===== src/rtl/pc_sequencer.sv =====
// Program-counter sequencer: boot/run/stall FSM with sequential and
// PC-relative redirect, sticky overflow flag and saturating redirect counter.
module pc_sequencer #(
  parameter int ADDR_W = 32,
  parameter int OFF_W  = 8,
  parameter int STEP   = 4,
  parameter int CNT_W  = 16
) (
  input  logic                    CLK,
  input  logic                    RESET,
  input  logic                    BUSYWAIT,
  input  logic                    JUMP,
  input  logic [1:0]              BRANCH,
  input  logic                    ZERO,
  input  logic signed [OFF_W-1:0] OFFSET,
  output logic [ADDR_W-1:0]       PC,
  output logic [ADDR_W-1:0]       PC_SEQ,
  output logic                    TAKEN,
  output logic                    WRAP,
  output logic [CNT_W-1:0]        TAKEN_CNT,
  output logic [1:0]              STATE
);

  typedef enum logic [1:0] {
    BOOT  = 2'b00,
    RUN   = 2'b01,
    STALL = 2'b10
  } state_t;

  localparam logic [ADDR_W-1:0] STEP_W = ADDR_W'(STEP);

  state_t state;
  state_t state_nxt;
  logic   update;

  logic [ADDR_W:0]          seq_sum;
  logic [ADDR_W:0]          tgt_sum;
  logic signed [ADDR_W-1:0] off_ext;
  logic signed [ADDR_W-1:0] delta;
  logic [ADDR_W-1:0]        pc_nxt;
  logic                     tgt_wrap;
  logic                     wrap_hit;

  function automatic logic [CNT_W-1:0] sat_inc(input logic [CNT_W-1:0] v);
    return (&v) ? v : v + 1'b1;
  endfunction

  assign TAKEN = JUMP | ((BRANCH == 2'b01) & ZERO) | ((BRANCH == 2'b10) & ~ZERO);

  always_comb begin
    seq_sum = {1'b0, PC} + {1'b0, STEP_W};
    off_ext = ADDR_W'(OFFSET);
    delta   = off_ext * $signed(STEP_W);
    tgt_sum = {1'b0, seq_sum[ADDR_W-1:0]} + {1'b0, delta};
    // A negative delta wraps below zero exactly when the unsigned add does not carry
    tgt_wrap = off_ext[ADDR_W-1] ? ~tgt_sum[ADDR_W] : tgt_sum[ADDR_W];
    pc_nxt   = TAKEN ? tgt_sum[ADDR_W-1:0] : seq_sum[ADDR_W-1:0];
    wrap_hit = seq_sum[ADDR_W] | (TAKEN & tgt_wrap);
  end

  assign PC_SEQ = seq_sum[ADDR_W-1:0];

  always_ff @(posedge CLK or posedge RESET) begin
    if (RESET) state <= BOOT;
    else       state <= state_nxt;
  end

  always_comb begin
    state_nxt = state;
    case (state)
      BOOT:    state_nxt = RUN;
      RUN:     state_nxt = BUSYWAIT ? STALL : RUN;
      STALL:   state_nxt = BUSYWAIT ? STALL : RUN;
      default: state_nxt = BOOT;
    endcase
  end

  always_comb begin
    STATE  = state;
    update = ((state == RUN) || (state == STALL)) && !BUSYWAIT;
  end

  always_ff @(posedge CLK or posedge RESET) begin
    if (RESET) begin
      PC        <= '0;
      WRAP      <= 1'b0;
      TAKEN_CNT <= '0;
    end else if (update) begin
      PC <= pc_nxt;
      if (wrap_hit) WRAP <= 1'b1;
      if (TAKEN) TAKEN_CNT <= sat_inc(TAKEN_CNT);
    end
  end

endmodule


===== config.mk =====
export PLATFORM = sky130hd
export DESIGN_NAME = pc_sequencer
export DESIGN_NICKNAME = d
export VERILOG_FILES = /design/src/rtl/pc_sequencer.sv
export SDC_FILE = /design/constraint.sdc
export NUM_CORES = 1
export LEC_CHECK = 0
export BUFFER_PORTS_ARGS = -buffer_cell sky130_fd_sc_hd__buf_2
export CAP_MARGIN = 40
export CORE_MARGIN = 5
export CORE_UTILIZATION = 40
export DETAILED_ROUTE_END_ITERATION = 10
export PLACE_DENSITY = 0.69
export SETUP_SLACK_MARGIN = 0.2
export SLEW_MARGIN = 20
export SYNTH_ARGS = -nofsm -noshare
export SYNTH_HDL_FRONTEND = slang
export SYNTH_SLANG_ARGS = --single-unit

===== constraint.sdc =====
create_clock -name CLK -period 4 [get_ports CLK]
set_input_delay 0.6 -clock CLK [delete_from_list [all_inputs] [get_ports CLK]]
set_output_delay 0.6 -clock CLK [all_outputs]
set_load 0.005 [all_outputs]

==> results_dict.tcl <==
set metrics [dict create \
    postSynthAreaPerCell_um2 8.090 \
    maxSlewViolCount 0 \
    nets 720 \
    synthCells 571 \
    synthTopCellsByArea "dfrtp_1 (27%), ha_1 (9.5%), xnor2_1 (8.2%)" \
    synth_seq_cells 49 \
    cts_tree "yes" \
    p_leak_nw 2.599 \
    cts_hold_buf 0 \
    grt.busiest_layer "met2" \
    timing.final.crit_share 0.9080 \
    use_met2 0.3179 \
    synth.top_cell.area_share 0.2654 \
    synth_cell_types 59 \
    timing.fmax_mhz 275.3 \
    first_iter_violations 294 \
    arrival_ps 3790 \
    synth_area_leader_cell "dfrtp_1" \
    max_slew_margin 0.5692 \
    use_met3 0.03844 \
    ioPinCount 99 \
    ys_seq_area_frac 0.2654 \
    die_h_um 117.5 \
    rows 39 \
    rrSetupSlack_ps 370 \
    synthArstFlopShare 1.000 \
    fillers 1076 \
    fin_crit_ps 3632 \
    dp_hpwl_mm 10.53 \
    setup-violations-final 0 \
    clock_skew_ps 5.140 \
    status "finished, final reports clean" \
    initial_core_util 0.4063 \
    cts.sinks 49 \
    fin_ws_ps 368.0 \
    powerDensity_nw_per_um2 818.3 \
    r2r_start "PC[2]" \
    fin_setup_tns_ps 0 \
    cts_root_buffer "clkbuf_16" \
    worstSkewPairLatency_ps 300 \
    maxCapViolCount 0 \
    grt_pass1_wl_mm 22.73 \
    routed_wl_mm 14.27 \
    synth.most_common_cell "a21oi_1" \
    synth_edf_count 0 \
    path_class "reg2reg" \
    place.gp.congestion 1.042 \
    vias_per_cell 5.945 \
    num_antenna_cells 0 \
    start_kind "flop" \
    wire_per_inst_um 17.56 \
    htree_levels 2 \
    ys_dominant_reg_cell "dfrtp_1" \
    worst-path-max-fanout 6 \
    path_clk_slew_ps 70 \
    grtUsageTotal 0.1944 \
    gr-usage-met1 0.2565 \
    ys_warn_count 0 \
    die_w_um 117.5 \
    area.growth.synth_to_final_pct 23.40 \
    die-area_um2 13800 \
    r2r-end "PC[27]" \
    clk_path_buf_depth 2 \
    portBuffers 94 \
    grt_overflow 0 \
    vias 4833 \
    antenna_found_initial 0 \
    worst_slew_pin_slew_ps 646.1 \
    critPathRequiredTime_ps 4160 \
    critPathCaptureType "flop" \
    hold_path.class "in2async" \
    route.detailed.drc 0 \
    core_um2 11370 \
    drtPass1Iterations 5 \
    first_global_vias 4554 \
    netlist_area_um2 4619 \
    pre_cts_ws_ps 34.29 \
    grt_max_degree 46 \
    synth_commonest_cells "a21oi_1 (52), dfrtp_1 (49), nand2_1 (46)" \
    cts_inserted_buffers 5 \
    drive_gt1_frac 0.2627 \
    rsz0062_at_grt "yes" \
    finalHoldViolations 0 \
    reg2reg_depth 14 \
    antenna_left 0 \
    peakVddDrop_v 0.0004075 \
]
-- layer usage --
layer | up-vias | share of wire
met3 | 32 | 0.063
li1 | 2298 | -
met5 | - | 0
met4 | 0 | 0.029
met1 | 2319 | 0.43
met2 | 184 | 0.48
-- worst max path at each step --
stage	from	to	slack, ps	depth (start not counted)
after detailed placement	PC[5]	PC[28]	30	13
after CTS	PC[10]	PC[27]	250	13
after floorplan	PC[2]	PC[31]	460	17
final	PC[2]	PC[27]	370	14
after global placement	PC[5]	PC[28]	30	13
after global routing	PC[4]	PC[30]	130	14
-- timing repair --
item                                    CTS  global route
endpoints found under the setup margin    5            14
pin swaps                                 0            10
gates cloned                              0             0
gates resized for setup                   4            38
setup buffers                             1            10
-- registers in the layout (all words and copies together) (netlist names) --
name and count:
WRAP 1, PC 30, STATE 2, TAKEN_CNT 16
-- cells in the final DEF (no fill, tap or decap), types with 9 or more instances in the layout --
cell type  synthesis  routed
a21o_1            24      24
a21oi_1           52      48
a31oi_1            9       9
and3_1            11      10
buf_2              2      94
buf_4              4      25
dfrtp_1           49      45
ha_1              35      31
inv_1             17      16
nand2_1           46      45
nand3_1           32      31
nand4_1           21      21
nor2_1            39      35
nor3_1            19      18
o21ai_0           29      29
xnor2_1           43      39
xor2_1            20      20
-- area by class of cell --
| type | instances | area (µm²) | share of cell area |
|---|---|---|---|
| clock buffers | 5 | 125.1 | 0.02195 |
| clock inverters | 3 | 25.02 | 0.004390 |
| inverters | 18 | 67.56 | 0.01185 |
| multi-input cells | 475 | 3395 | 0.5955 |
| flip-flops and latches | 49 | 1231 | 0.2160 |
| well taps | 143 | 178.9 | 0.03139 |
| repair buffers | 120 | 678.2 | 0.1190 |
-- cells by family after synthesis --
| family | Yosys count | synth area share |
|---|---|---|
| AND/OR/NAND/NOR | 197 | 0.2199 |
| AO/OA/AOI/OAI | 171 | 0.2419 |
| other | 1 | 0.0008118 |
| buffers and inverters | 50 | 0.04442 |
| multiplexers | 4 | 0.008938 |
| flip-flops | 49 | 0.2654 |
| XOR/XNOR | 63 | 0.1194 |
| adder cells (fa/ha/maj) | 36 | 0.09913 |
-- where the power goes --
group          switching, W  internal, W
Clock              0.000206     0.000236
Sequential         0.000309     0.000689
Combinational       0.00181      0.00142
-- critical path: stages, from the launching register on --
cell      delay (ps)
dfrtp_2          430
nand4_1          190
nor4_4           360
buf_4            180
and4_4           300
nand3_4          110
xnor2_2          230
ha_4             250
and2_2           240
and3_2           260
and3_1           220
a221oi_4         320
o21ai_2          110
xnor2_1          190
o211ai_1         100
-- through the flow --
stage	cell area, µm²	hold slack, ps	util	instances	power (W)
floorplan	4631	472.1	-	574	0.002994
global placement	5261	472.0	0.4627	793	0.003904
detailed placement	5281	481.4	0.4645	794	0.003949
CTS	5445	371.8	0.4789	803	0.004426
global route	5700	394.3	0.5014	813	0.005047
finish	5700	355.3	0.5014	813	0.004665
No activity file was read; power rests on OpenSTA's default activity.
